$ cat src/rtl/button_event_ctrl.sv
// Debounced button event controller: sample-tick prescaler, per-button shift
// debouncers, round-robin request arbiter and a small valid/ready event FIFO.
module button_event_ctrl #(
  parameter int N_BTN      = 4,
  parameter int ID_W       = 2,
  parameter int CLK_DIV    = 200000,
  parameter int DB_LEN     = 10,
  parameter int FIFO_DEPTH = 4
) (
  input  logic             clk,
  input  logic             reset,
  input  logic [N_BTN-1:0] btn_in,
  input  logic             evt_ready,
  output logic             evt_valid,
  output logic [ID_W-1:0]  evt_id,
  output logic             sample_tick,
  output logic             evt_overflow
);

  localparam int PRE_W  = (CLK_DIV > 1) ? $clog2(CLK_DIV) : 1;
  localparam int PTR_W  = (FIFO_DEPTH > 1) ? $clog2(FIFO_DEPTH) : 1;
  localparam int FCNT_W = $clog2(FIFO_DEPTH + 1);
  localparam logic [DB_LEN-1:0] MATCH_PAT = {1'b0, {(DB_LEN-1){1'b1}}};

  function automatic logic [PTR_W-1:0] ptr_inc(input logic [PTR_W-1:0] p);
    return (p == PTR_W'(FIFO_DEPTH - 1)) ? '0 : p + 1'b1;
  endfunction

  logic [PRE_W-1:0]  presc;
  logic [N_BTN-1:0]  sync_p0, sync_p1;
  logic [DB_LEN-1:0] shreg [N_BTN];
  logic              tick_p1;
  logic [N_BTN-1:0]  match_p1;
  logic [N_BTN-1:0]  pending;
  logic [ID_W-1:0]   rr_ptr;
  logic              grant_vld;
  logic [ID_W-1:0]   grant_idx;
  logic [N_BTN-1:0]  grant_mask;
  logic [ID_W-1:0]   fifo_mem [FIFO_DEPTH];
  logic [PTR_W-1:0]  wr_ptr, rd_ptr;
  logic [FCNT_W-1:0] fifo_cnt;
  logic              fifo_full;
  logic              push, pop;

  // Prescaler: one-cycle tick on the last count of each sample period
  always_ff @(posedge clk) begin
    if (reset) begin
      presc <= '0;
    end else if (presc == PRE_W'(CLK_DIV - 1)) begin
      presc <= '0;
    end else begin
      presc <= presc + 1'b1;
    end
  end

  assign sample_tick = (presc == PRE_W'(CLK_DIV - 1));

  // Stage p0/p1: two-flop synchroniser, then sample shift on tick
  always_ff @(posedge clk) begin
    if (reset) begin
      sync_p0 <= '0;
      sync_p1 <= '0;
      tick_p1 <= 1'b0;
      for (int i = 0; i < N_BTN; i++) shreg[i] <= '0;
    end else begin
      sync_p0 <= btn_in;
      sync_p1 <= sync_p0;
      tick_p1 <= sample_tick;
      if (sample_tick) begin
        for (int i = 0; i < N_BTN; i++) shreg[i] <= {shreg[i][DB_LEN-2:0], sync_p1[i]};
      end
    end
  end

  // Match only in the cycle after a shift so a held pattern fires once
  always_comb begin
    match_p1 = '0;
    for (int i = 0; i < N_BTN; i++) match_p1[i] = tick_p1 && (shreg[i] == MATCH_PAT);
  end

  assign fifo_full = (fifo_cnt == FCNT_W'(FIFO_DEPTH));

  // Round-robin scan starting at rr_ptr; blocked entirely while the FIFO is full
  always_comb begin
    int idx;
    idx       = 0;
    grant_vld = 1'b0;
    grant_idx = '0;
    if (!fifo_full) begin
      for (int off = 0; off < N_BTN; off++) begin
        idx = (int'(rr_ptr) + off) % N_BTN;
        if (!grant_vld && pending[idx]) begin
          grant_vld = 1'b1;
          grant_idx = ID_W'(idx);
        end
      end
    end
  end

  assign grant_mask = grant_vld ? (N_BTN'(1) << grant_idx) : '0;

  // Stage p2: pending requests, collision flag, arbiter pointer
  always_ff @(posedge clk) begin
    if (reset) begin
      pending      <= '0;
      rr_ptr       <= '0;
      evt_overflow <= 1'b0;
    end else begin
      pending <= (pending & ~grant_mask) | (match_p1 & ~pending);
      if (|(match_p1 & pending)) evt_overflow <= 1'b1;
      if (grant_vld) begin
        rr_ptr <= (grant_idx == ID_W'(N_BTN - 1)) ? '0 : grant_idx + 1'b1;
      end
    end
  end

  assign push = grant_vld;
  assign pop  = evt_valid && evt_ready;

  // Event FIFO: control state is reset, storage is not
  always_ff @(posedge clk) begin
    if (reset) begin
      wr_ptr   <= '0;
      rd_ptr   <= '0;
      fifo_cnt <= '0;
    end else begin
      if (push) wr_ptr <= ptr_inc(wr_ptr);
      if (pop)  rd_ptr <= ptr_inc(rd_ptr);
      case ({push, pop})
        2'b10:   fifo_cnt <= fifo_cnt + 1'b1;
        2'b01:   fifo_cnt <= fifo_cnt - 1'b1;
        default: fifo_cnt <= fifo_cnt;
      endcase
    end
  end

  always_ff @(posedge clk) begin
    if (push) fifo_mem[wr_ptr] <= grant_idx;
  end

  assign evt_valid = (fifo_cnt != '0);
  assign evt_id    = evt_valid ? fifo_mem[rd_ptr] : '0;

endmodule

$ cat config.mk
export PLATFORM = sky130hd
export DESIGN_NAME = button_event_ctrl
export DESIGN_NICKNAME = d
export VERILOG_FILES = /design/src/rtl/button_event_ctrl.sv
export SDC_FILE = /design/constraint.sdc
export NUM_CORES = 1
export LEC_CHECK = 0
export CORE_MARGIN = 5
export CORE_UTILIZATION = 35
export CTS_CLUSTER_SIZE = 30
export DETAILED_ROUTE_END_ITERATION = 16
export PLACE_DENSITY = 0.51
export SYNTH_ARGS = -nofsm -noshare
export SYNTH_HDL_FRONTEND = slang
export SYNTH_SLANG_ARGS = --single-unit
$ cat constraint.sdc
create_clock -name clk -period 4.1 [get_ports clk]
set_input_delay 0.82 -clock clk [delete_from_list [all_inputs] [get_ports clk]]
set_output_delay 0.82 -clock clk [all_outputs]
set_load 0.01 [all_outputs]
==> insert_results.sql <==
INSERT INTO impl_metrics (metric_group, metric, value, unit) VALUES
('setup_path', 'worst-path-buf-inv', '1', ''),
('yosys', 'post_synth_inst_count', '335', ''),
('cts', 'cts_resized', '0', ''),
('detailed_routing', 'routedWlPerCell', '13.4', 'um'),
('layout', 'layout.area.seq', '2300', 'sq um'),
('global_route', 'grt_start_max_net_pins', '41', ''),
('power_and_ir_drop', 'leakage', '1.45', 'nW'),
('yosys', 'yosys-top-cells-area', 'sky130_fd_sc_hd__edfxtp_1 37%, sky130_fd_sc_hd__dfxtp_1 22%, sky130_fd_sc_hd__and2_1 7.6%', ''),
('yosys', 'synth.distinct_cells', '46', ''),
('cts', 'path_clk_slew', '0.09', 'ns'),
('yosys', 'synth-seq-area-share', '0.597', ''),
('layout', 'multi_input_comb_area', '1460', 'sq um'),
('power_and_ir_drop', 'max-vdd-ir-drop', '0.152', 'mV'),
('layout', 'drive_above_1_share', '0.0686', ''),
('yosys', 'postSynthAreaPerCell', '11.5', 'sq um'),
('yosys', 'yosys_most_used_dff', 'sky130_fd_sc_hd__edfxtp_1', ''),
('cts', 'cts.htree.levels', '3', ''),
('power_and_ir_drop', 'power_frac_clock', '0.376', ''),
('die', 'die_h', '115', 'um'),
('place', 'post_dp_cell_area', '4110', 'sq um'),
('cts', 'post_cts_buffers', '0', ''),
('cts', 'clock-sinks', '91', ''),
('setup_path', 'crit_arrival', '2.09', 'ns'),
('detailed_routing', 'vias_per_cell', '4.82', ''),
('yosys', 'postSynthRegisterBits', '91', ''),
('setup_path', 'crit_path_end_kind', 'output pin', ''),
('global_route', 'number_of_global_route_vias_before_repair', '2285', ''),
('sta', 'whs', '0.439', 'ns'),
('die', 'floorplan.rows', '38', ''),
('sta', 'slew_margin_rel', '0.337', ''),
('power_and_ir_drop', 'net-switching-power', '0.000341', 'W'),
('sta', 'finalCriticalPeriod', '2.91', 'ns'),
('sta', 'totalNegativeSetupSlack', '0', 'ns'),
('flow_run', 'drv.max_cap_violation_count', '0', ''),
('die', 'full_die_area', '13200', 'sq um'),
('sta', 'hold_violations', '0', ''),
('yosys', 'post_synthesis_async_set_or_reset_flop_share', '0', ''),
('cts', 'cts.path.max_buffers', '2', ''),
('cts', 'numCtsBuffers', '9', ''),
('cts', 'cts_root_buffer', 'sky130_fd_sc_hd__clkbuf_8', ''),
('power_and_ir_drop', 'power_density', '381', 'nW/um^2'),
('setup_path', 'crit_path_start_kind', 'register', ''),
('layout', 'fillCellCount', '1061', ''),
('cts', 'clk-insertion-delay-late', '0.35', 'ns'),
('yosys', 'netlist.top_cell.by_area', 'sky130_fd_sc_hd__edfxtp_1', ''),
('place', 'hpwl_reported_at_the_end_of_detailed_placement', '4.35', 'mm'),
('sta', 'finalSetupViolCount', '0', ''),
('sta', 'grt_setup_unrepaired', 'false', ''),
('setup_path', 'regToRegStartpoint', 'fifo_cnt[0]$_SDFFE_PP0P_', ''),
('detailed_routing', 'drtIter0Drc', '143', ''),
('setup_path', 'critPathKind', 'reg2out', ''),
('setup_path', 'crit_path_cell_trace', 'and3_1 > nand4_4 > nor2_1 > clkdlybuf4s50_1', ''),
('power_and_ir_drop', 'cellInternalPower', '0.00130', 'W'),
('sta', 'finalClockSkew', '0.00680', 'ns'),
('die', 'io-pin-count', '12', ''),
('detailed_routing', 'wirelength', '6.58', 'mm'),
('layout', 'insertedDiodeCount', '0', ''),
('worst_hold_path', 'hold_wc_startpoint', 'sync_p0[3]$_SDFF_PP0_', ''),
('setup_path', 'worst_path_largest_cell_delay', '0.56', 'ns'),
('worst_hold_path', 'hold_class', 'reg2reg', ''),
('place', 'buffer_ports.inserted', '11', ''),
('setup_path', 'cp_top_family', 'simple AND/OR/NAND/NOR gates', ''),
('yosys', 'syn_area', '3850', 'sq um'),
('power_and_ir_drop', 'p_seq_frac', '0.603', ''),
('status', 'status', 'finished, final reports clean', ''),
('setup_path', 'critPathMaxFanout', '10', ''),
('global_route', 'grt_pass1_wl', '11.2', 'mm'),
('power_and_ir_drop', 'total_power', '0.00164', 'W'),
('sta', 'worst_pin_slew', '0.992', 'ns'),
('layout', 'final_area', '4320', 'sq um'),
('sta', 'layout_worst_path_cycle_share', '0.710', '');
[per-stage QoR]
| stage | utilization | cells | setup WS, ns |
|---|---|---|---|
| CTS | 0.400 | 490 | 1.12 |
| detailed placement | 0.380 | 474 | 1.27 |
| floorplan | - | 335 | 1.77 |
| finish | 0.400 | 490 | 1.19 |
| global placement | 0.380 | 474 | 1.28 |
| global route | 0.400 | 490 | 0.942 |
[final cells by class]
class	count	share of cell area
Clock buffer	13	0.0444
Clock inverter	3	0.00406
Inverter	11	0.00957
Multi-Input combinational cell	218	0.337
Sequential cell	91	0.533
Tap cell	140	0.0406
Timing Repair Buffer	14	0.0307
[metal layers]
metal	wire length [um]	vias up	share of wire	global-route usage
li1	-	1214	-	-
met1	3400	1118	0.52	0.148
met2	2890	24	0.44	0.158
met3	228	6	0.035	0.0363
met4	66	0	0.010	0.0329
met5	0	-	0	0
[worst paths after layout]
check / endpoint / slack, ns / cells past startpoint
worst min-delay path: sync_p1[3]$_SDFF_PP0_ / 0.44 / 1
worst min register to register: sync_p1[3]$_SDFF_PP0_ / 0.44 / 1
worst max-delay path: sample_tick / 1.19 / 4
worst max register to register: fifo_cnt[2]$_SDFFE_PP0P_ / 1.42 / 9
[flip-flops by register name, indices dropped and copies added, names as in the netlist, named ones only]
register	flops
evt_overflow	1
rr_ptr	2
fifo_mem	8
sync_p1	4
sync_p0	4
shreg	40
presc	18
rd_ptr	2
fifo_cnt	3
wr_ptr	2
tick_p1	1
pending	4
[cell usage after synthesis, types with 3 or more instances]
master and instances:
sky130_fd_sc_hd__a21oi_1 19, sky130_fd_sc_hd__a311oi_1 4, sky130_fd_sc_hd__and2_1 47, sky130_fd_sc_hd__and3_1 3
sky130_fd_sc_hd__clkbuf_1 11, sky130_fd_sc_hd__dfxtp_1 43, sky130_fd_sc_hd__edfxtp_1 48, sky130_fd_sc_hd__ha_1 11
sky130_fd_sc_hd__inv_1 11, sky130_fd_sc_hd__nand2_1 20, sky130_fd_sc_hd__nand3_1 5, sky130_fd_sc_hd__nand4_1 13
sky130_fd_sc_hd__nor2_1 22, sky130_fd_sc_hd__nor2b_1 8, sky130_fd_sc_hd__nor4_1 5, sky130_fd_sc_hd__o211ai_1 3
sky130_fd_sc_hd__o21ai_0 7, sky130_fd_sc_hd__o31ai_1 5, sky130_fd_sc_hd__or3_1 6, sky130_fd_sc_hd__or4_1 5
sky130_fd_sc_hd__xor2_1 10
[placed cells by master, fill, tap and decap left out, drive strengths merged, types with 6 or more instances in the layout]
master	count
edfxtp	48
and2	47
dfxtp	43
nor2	22
nand2	20
a21oi	19
nand4	14
inv	13
clkbuf	13
ha	11
clkdlybuf4s50	11
xor2	10
nor2b	8
o21ai	7
or3	6
nand3	6
[power groups by stage]
| stage | combinational [W] | sequential, W | clock (W) |
|---|---|---|---|
| 2_1_floorplan | 0.0000209 | 0.00101 | 0 |
| 3_3_place_gp | 0.0000341 | 0.00101 | 0 |
| 3_5_place_dp | 0.0000349 | 0.00101 | 0 |
| 4_1_cts | 0.0000350 | 0.000992 | 0.000647 |
| 5_1_grt | 0.0000376 | 0.000996 | 0.000685 |
| 6_report | 0.0000336 | 0.000992 | 0.000618 |
[cell families after synthesis]
family	share of synthesized area
and+or+nand+nor	0.221
muxes	0.0117
adders and majority gates	0.0409
AOI/OAI and AO/OA	0.0769
buffers and inverters	0.0269
DFF	0.597
xor gates and xnor gates	0.0250
(Power assumes the default switching activity.)
